===== src/rtl/sa_fifo_ctrl_16x272_pkg.sv =====
// Shared sizing and types for the 16x272 systolic-array FIFO controller.
package sa_fifo_pkg;
  localparam int unsigned SA_FIFO_DEPTH = 16;
  localparam int unsigned SA_FIFO_AW    = 4;
  localparam int unsigned SA_FIFO_CW    = 5;
  localparam int unsigned SA_FIFO_DW    = 272;

  typedef logic [SA_FIFO_DW-1:0] sa_word_t;
  typedef logic [SA_FIFO_AW-1:0] sa_ptr_t;
  typedef logic [SA_FIFO_CW-1:0] sa_cnt_t;

  // Occupancy counter update: simultaneous inc and dec cancel out.
  function automatic sa_cnt_t sa_cnt_step(input sa_cnt_t c, input logic inc, input logic dec);
    case ({inc, dec})
      2'b10:   return c + sa_cnt_t'(1);
      2'b01:   return c - sa_cnt_t'(1);
      default: return c;
    endcase
  endfunction
endpackage


===== src/rtl/sa_fifo_ctrl_16x272_if.sv =====
// Producer/consumer valid-ready handshake bundle for the 16x272 FIFO.
interface sa_fifo_ctrl_16x272_if;
  import sa_fifo_pkg::*;

  logic     in_pvld;
  logic     in_prdy;
  sa_word_t in_pd;
  logic     out_pvld;
  logic     out_prdy;
  sa_word_t out_pd;

  modport master (output in_pvld, in_pd, out_prdy,
                  input  in_prdy, out_pvld, out_pd);
  modport slave  (input  in_pvld, in_pd, out_prdy,
                  output in_prdy, out_pvld, out_pd);
endinterface


===== src/rtl/sa_fifo_ctrl_16x272_ram.sv =====
// 16x272 register-file RAM: one write port, one read port with registered read address.
module sa_ram_rws_16x272
  import sa_fifo_pkg::*;
(
  input  logic        clk,
  input  sa_ptr_t     ra,
  input  logic        re,
  input  sa_ptr_t     wa,
  input  logic        we,
  input  sa_word_t    di,
  output sa_word_t    dout,
  input  logic [31:0] pwrbus_ram_pd
);
  sa_word_t mem [SA_FIFO_DEPTH];
  sa_ptr_t  ra_q;
  logic     unused_pwrbus;

  // Power-bus hook is carried for the macro wrapper; the behavioural array ignores it.
  assign unused_pwrbus = ^pwrbus_ram_pd;

  always_ff @(posedge clk) begin
    if (we) mem[wa] <= di;
    if (re) ra_q    <= ra;
  end

  assign dout = mem[ra_q];
endmodule


===== src/rtl/sa_fifo_ctrl_16x272.sv =====
// Valid/ready FIFO controller sequencing one 16x272 RAM; read data drives out_pd directly.
module sa_fifo_ctrl_16x272
  import sa_fifo_pkg::*;
(
  input  logic                   clk,
  input  logic                   rst,
  sa_fifo_ctrl_16x272_if.slave   io,
  output sa_cnt_t                fifo_count,
  output logic                   idle,
  input  logic [31:0]            pwrbus_ram_pd
);
  sa_ptr_t wr_ptr;
  sa_ptr_t rd_ptr;
  sa_cnt_t used;
  sa_cnt_t unread;
  logic    out_pvld_q;
  logic    in_prdy;
  logic    push;
  logic    pop;
  logic    rd;

  assign in_prdy = (used != sa_cnt_t'(SA_FIFO_DEPTH));
  assign push    = io.in_pvld & in_prdy;
  assign pop     = out_pvld_q & io.out_prdy;
  // A new read is only issued when the output slot is empty or being vacated,
  // so the RAM's held read address keeps out_pd stable during a stall.
  assign rd      = (unread != '0) & (~out_pvld_q | io.out_prdy);

  always_ff @(posedge clk or posedge rst) begin
    if (rst) begin
      wr_ptr     <= '0;
      rd_ptr     <= '0;
      used       <= '0;
      unread     <= '0;
      out_pvld_q <= 1'b0;
    end else begin
      if (push) wr_ptr <= wr_ptr + sa_ptr_t'(1);
      if (rd)   rd_ptr <= rd_ptr + sa_ptr_t'(1);
      used   <= sa_cnt_step(used, push, pop);
      unread <= sa_cnt_step(unread, push, rd);
      if (rd)       out_pvld_q <= 1'b1;
      else if (pop) out_pvld_q <= 1'b0;
    end
  end

  always_ff @(posedge clk) begin
    if (!rst) begin
      assert (used <= sa_cnt_t'(SA_FIFO_DEPTH));
      assert (unread <= used);
      assert (!(pop && used == '0));
    end
  end

  assign io.in_prdy  = in_prdy;
  assign io.out_pvld = out_pvld_q;
  assign fifo_count  = used;
  assign idle        = (used == '0) & ~io.in_pvld;

  sa_ram_rws_16x272 u_ram (
    .clk           (clk),
    .ra            (rd_ptr),
    .re            (rd),
    .wa            (wr_ptr),
    .we            (push),
    .di            (io.in_pd),
    .dout          (io.out_pd),
    .pwrbus_ram_pd (pwrbus_ram_pd)
  );
endmodule

===== src/flat_wrapper.sv =====
// flat-port wrapper written by rule: the top's interface ports become plain ports
module sa_fifo_ctrl_16x272_flat import sa_fifo_pkg::*;
  (clk, rst, fifo_count, idle, pwrbus_ram_pd, io_in_pvld, io_in_pd, io_out_prdy, io_in_prdy, io_out_pvld, io_out_pd);
  sa_fifo_ctrl_16x272_if io_i ();
  input  logic clk;
  input  logic rst;
  output sa_cnt_t fifo_count;
  output logic idle;
  input  logic [31:0] pwrbus_ram_pd;
  input wire logic [$bits(io_i.in_pvld)-1:0] io_in_pvld;
  input wire logic [$bits(io_i.in_pd)-1:0] io_in_pd;
  input wire logic [$bits(io_i.out_prdy)-1:0] io_out_prdy;
  output wire logic [$bits(io_i.in_prdy)-1:0] io_in_prdy;
  output wire logic [$bits(io_i.out_pvld)-1:0] io_out_pvld;
  output wire logic [$bits(io_i.out_pd)-1:0] io_out_pd;
  assign io_i.in_pvld = io_in_pvld;
  assign io_i.in_pd = io_in_pd;
  assign io_i.out_prdy = io_out_prdy;
  assign io_in_prdy = io_i.in_prdy;
  assign io_out_pvld = io_i.out_pvld;
  assign io_out_pd = io_i.out_pd;
  sa_fifo_ctrl_16x272 u_core (.clk(clk), .rst(rst), .io(io_i), .fifo_count(fifo_count), .idle(idle), .pwrbus_ram_pd(pwrbus_ram_pd));
endmodule

===== config.mk =====
export PLATFORM = sky130hd
export DESIGN_NAME = sa_fifo_ctrl_16x272_flat
export DESIGN_NICKNAME = d
export VERILOG_FILES = /design/src/rtl/sa_fifo_ctrl_16x272_pkg.sv /design/src/rtl/sa_fifo_ctrl_16x272_if.sv /design/src/rtl/sa_fifo_ctrl_16x272_ram.sv /design/src/rtl/sa_fifo_ctrl_16x272.sv /design/src/flat_wrapper.sv
export SDC_FILE = /design/constraint.sdc
export NUM_CORES = 2
export LEC_CHECK = 0
export CORE_MARGIN = 1.5
export CORE_UTILIZATION = 45
export CTS_CLUSTER_SIZE = 28
export DETAILED_ROUTE_END_ITERATION = 8
export PLACE_DENSITY_LB_ADDON = 0.15
export RECOVER_POWER = 25
export SKIP_LAST_GASP = 1
export SLEW_MARGIN = 20
export SYNTH_ARGS = -nofsm -noshare
export SYNTH_HDL_FRONTEND = slang
export SYNTH_MEMORY_MAX_BITS = 65536
export SYNTH_SLANG_ARGS = --single-unit

===== constraint.sdc =====
create_clock -name clk -period 27.3 [get_ports clk]
set_clock_uncertainty 0.15 [all_clocks]
set_input_delay 5.46 -clock clk [delete_from_list [all_inputs] [get_ports clk]]
set_output_delay 5.46 -clock clk [all_outputs]
set_load 0.02 [all_outputs]

Word level (Yosys, flattened, before mapping)
Memory sizes are Yosys's and may differ from the RTL's. A register that Yosys moved wholly into a read port is not among the register bits.
Cells that the tools add are included.

word-level totals
  register bits after elaboration = 23
  memory bits (writable) = 4352
  input port bits = 308
  output and inout bits = 280
  logic and storage cells = 37
  memories = 1

memories
  memory            depth  bits a word  read ports  clocked after memory_dff  write ports  line                           source
  u_core.u_ram.mem  16     272          1           1                         1            sa_fifo_ctrl_16x272_ram.sv:14  sa_word_t mem [SA_FIFO_DEPTH];

cells by class
  add/subtract/negate cells = 6
  eq/ne operators = 5
  mux-type cells = 7
  bitwise operators = 7
  reduce and logical (&&, ||, !) cells = 5

operator list
  cell                                                 number
  case mux 5 bit (2 select lines)                      2
  adder 5 x 1 -> 5 bit, second input constant          2
  subtractor 5 x 1 -> 5 bit, second input constant     2
  adder 4 x 1 -> 4 bit, second input constant          2
  nonzero test 2 bit                                   3
  logical NOT 5 bit                                    1
  != test 5 bit, second input constant                 1
  nonzero test 5 bit                                   1
  bitwise AND 1 bit                                    4
  equality test 2 x 1 -> 1 bit, second input constant  2
  equality test 2 bit, second input constant           2
  two-way mux 1 bit                                    4
  two-way mux 4 bit                                    1
  NOT 1 bit                                            2
  OR 1 bit                                             1

Longest topological paths before layout
  depth after elaboration = 5
  gate-level depth with buffers = 12

By module
Synthesis repeated with hierarchy kept, for this count alone.

second synthesis, totals
  cells, all modules = 6993
  area total of the unflattened synthesis = 165005.8 µm²

by module, submodules not included
  module               instances  cells each  area each (µm²)
  sa_ram_rws_16x272    1          6884        163834.6
  sa_fifo_ctrl_16x272  1          109         1171.1

Worst setup path before layout
No wires, ideal clock.

  path kind = input to register
  start = in io_in_pvld
  end = mem u_core.u_ram.mem[3][0] (netlist name) (enable)
  library setup time = 1.237 ns
  data arrival time = 24.436 ns
  required time = 25.913 ns
  setup slack = 1.477 ns
  stages on the path = 3
  buffers on the path = 0
  cell sequence = a21boi_1 nand2_1 nor3_1

on the way
  cells in the longest elaborated chain, start to end = 3

RTL lines
  element                                  line                           source
  start, declared                          flat_wrapper.sv:10             input wire logic [$bits(io_i.in_pvld)-1:0] io_in_pvld;
  bitwise AND 1 bit                        sa_fifo_ctrl_16x272.sv:23      assign push = io.in_pvld & in_prdy;
  two-way mux 1 bit                        sa_fifo_ctrl_16x272_ram.sv:22  if (we) mem[wa] <= di;
  two-way mux 1 bit (not written as such)  sa_fifo_ctrl_16x272_ram.sv:22
  end, declared                            sa_fifo_ctrl_16x272_ram.sv:14

No other way between the ends.

==> metrics.cfg <==
[final_layout]
final_common_cell = edfxtp_1
fill_cells = 27640
final_cell_mix = 4356 x edfxtp_1, 1088 x mux4_2, 455 x clkbuf_16
nets = 7905
drive_above_1_share = 0.2382
multi_input_area_um2 = 30430
area_growth_pct = 15.88
register_area_um2 = 131400
final_cells = 12780
final_util = 0.5233

[clock_tree]
cts_root_buf = clkbuf_16
post_cts_buffers = 0
numCtsBuffers = 454
cts_sinks = 4379
cts.htree.levels = 5
post_cts_resize_count = 0
clock_latency_ns = 0.97
holdBufCountCts = 0
cts_buffer_depth = 4
clk_pin_slew_worst_paths_ns = 0.06
tritoncts = done

[critical_path]
r2r_slack_ns = 21.37
critPathKind = reg -> out
arrival_ns = 7.32
cp_max_fo = 47
crit_path_end_kind = output pin
r2r_cells = 9
start_kind = flop
crit_required_ns = 21.69
r2r_end = u_core.u_ram.mem[2][269]
r2r-start = u_core.fifo_count[2]

[drt]
route.vias.total = 75750
finalWirelength_um = 406400
vias_per_cell = 5.927
drtIter0Drc = 7570
postRouteAntennaNets = 0
wl_per_cell_um = 31.79
first_pass_iters = 6
drc = 0

[die]
dieArea_um2 = 366900
core_um2 = 362000
ios = 588
die_h_um = 605.7
die_width_um = 605.7
rows = 221
start_util = 0.4516

[placed_design]
gp_congestion = 0.7288
hpwl_um = 202700
dp.cells = 11920
portBuffers = 555

[global_route]
grt_pass1_wl_um = 575300
antenna_found_initial = 130
grt_max_degree = 139
track_usage = 0.2198
grt_pass1_vias = 79430
overflow = 0

[timing]
clock.fmax_mhz = 77.36
min_period_over_period = 0.4735
grt_setup_unrepaired = no
finalSetupViolations = 0
slew_viol_final = 0
finalHoldViolCount = 0
worst_pin_slew_ns = 1.213
slew_headroom = 0.1912
fin_hold_ws_ns = 0.3024
fin_crit_ns = 12.93
final.setup.tns_ns = 0

[synth]
syn_inst = 6790
netlist.area_leader.share = 0.8002
ys.flop_type = edfxtp_1
synth_warnings = 0
synth-edff-count = 4356
synthTopCellsByArea = edfxtp_1 80%, mux4_2 15%, a22oi_1 1.7%
seq_area_frac_synth = 0.8036
synth.avg_cell_area_um2 = 24.07
netlist_area_um2 = 163500
synth_cell_types = 41
synth_nets = 7111
ys_ff_latch = 4379
yosysTopAreaCell = edfxtp_1
synthArstFlopShare = 0.004339

[power_and_ir_drop]
p_leak_nw = 58.74
ir_drop_uv = 105.8
p_per_area_nw_per_um2 = 108.5

[worst_hold_path]
min_from = u_core.u_ram.ra_q[0]
hold_depth = 2
hp-class = reg -> reg

[flow_run]
maxCapViolCount = 0

[run_status]
status = finished clean

power breakdown:
| part | internal [mW] | total (mW) | switching, mW |
|---|---|---|---|
| registers | 8.10 | 8.27 | 0.176 |
| clock network | 3.42 | 6.01 | 2.59 |
| logic | 2.58 | 6.26 | 3.68 |
flip-flops by register name, indices dropped and copies added (netlist names), named ones only:
name and count:
u_core.fifo_count 5, u_core.u_ram.mem 4352, u_core.u_ram.ra_q 4, u_core.rd_ptr 4, u_core.io.out_pvld 1, u_core.wr_ptr 4
u_core.unread 5
per-stage QoR:
step	setup WS [ns]	total power [mW]	area (µm²)
6_report	14.37	20.55	189400
5_1_grt	13.62	21.33	189400
4_1_cts	13.94	20.81	189300
3_5_place_dp	14.98	14.80	174800
3_3_place_gp	14.96	14.76	174800
2_1_floorplan	1.477	12.49	163500
kinds of logic after synthesis:
family,count (synthesis),synth area share
AO/OA/AOI/OAI,562,0.02444
XOR/XNOR,18,0.0009644
adder cells (fa/ha/maj),13,0.0009951
buffers and inverters,375,0.01131
flip-flops,4379,0.8036
multiplexers,1091,0.1501
AND/OR/NAND/NOR,352,0.008573
worst max-delay path by stage:
stage | end | slack (ns) | cells after the start
4_1_cts | io_out_pd[261] | 13.94 | 9
3_5_place_dp | io_out_pd[252] | 14.98 | 9
2_1_floorplan | u_core.u_ram.mem[3][0] | 1.48 | 3
5_1_grt | io_out_pd[252] | 13.62 | 9
3_3_place_gp | io_out_pd[4] | 14.96 | 9
6_report | io_out_pd[261] | 14.37 | 9
cell usage after synthesis, types with 2 or more instances:
cell type,count
nor4_1,2
clkbuf_1,107
buf_2,182
a32oi_1,2
dfrtp_1,19
nor3_1,6
buf_1,39
a21o_1,2
buf_4,27
mux4_2,1088
a22oi_1,362
o22ai_1,182
or2_2,2
nand2b_1,7
nand4_1,3
nand3_1,2
mux2_2,2
dfxtp_1,4
nand2_1,210
ha_1,13
xnor2_1,8
buf_6,15
inv_1,4
nor2b_1,2
edfxtp_1,4356
nor3b_1,3
xor2_1,10
nor2_1,110
o21ai_0,6
and2_1,2
a21oi_1,3
cell type report:
| class | count | share of cell area |
|---|---|---|
| antenna | 23 | 0.0003038 |
| multi-input combinational | 2036 | 0.1606 |
| timing repair buffer | 708 | 0.03688 |
| clock buffer | 558 | 0.06215 |
| inverter | 5 | 0.00009908 |
| tap | 4794 | 0.03167 |
| clock inverter | 278 | 0.01473 |
| sequential | 4379 | 0.6935 |
per-layer routing:
layer	wire, µm	vias up	global-route usage
li1	-	31010	-
met3	25790	726	0.03798
met1	165300	41420	0.2997
met5	333	-	0
met4	11660	58	0.06179
met2	203200	2545	0.3669
critical path, stage by stage (launching register included):
cell             delay (ns)
dfxtp_4                0.80
buf_4                  0.62
buf_4                  0.79
buf_4                  0.71
buf_4                  0.77
buf_4                  0.89
mux4_2                 0.61
a22oi_1                0.22
nand2_1                0.09
clkdlybuf4s50_1        0.65
Power figures use the tool's default switching activity.
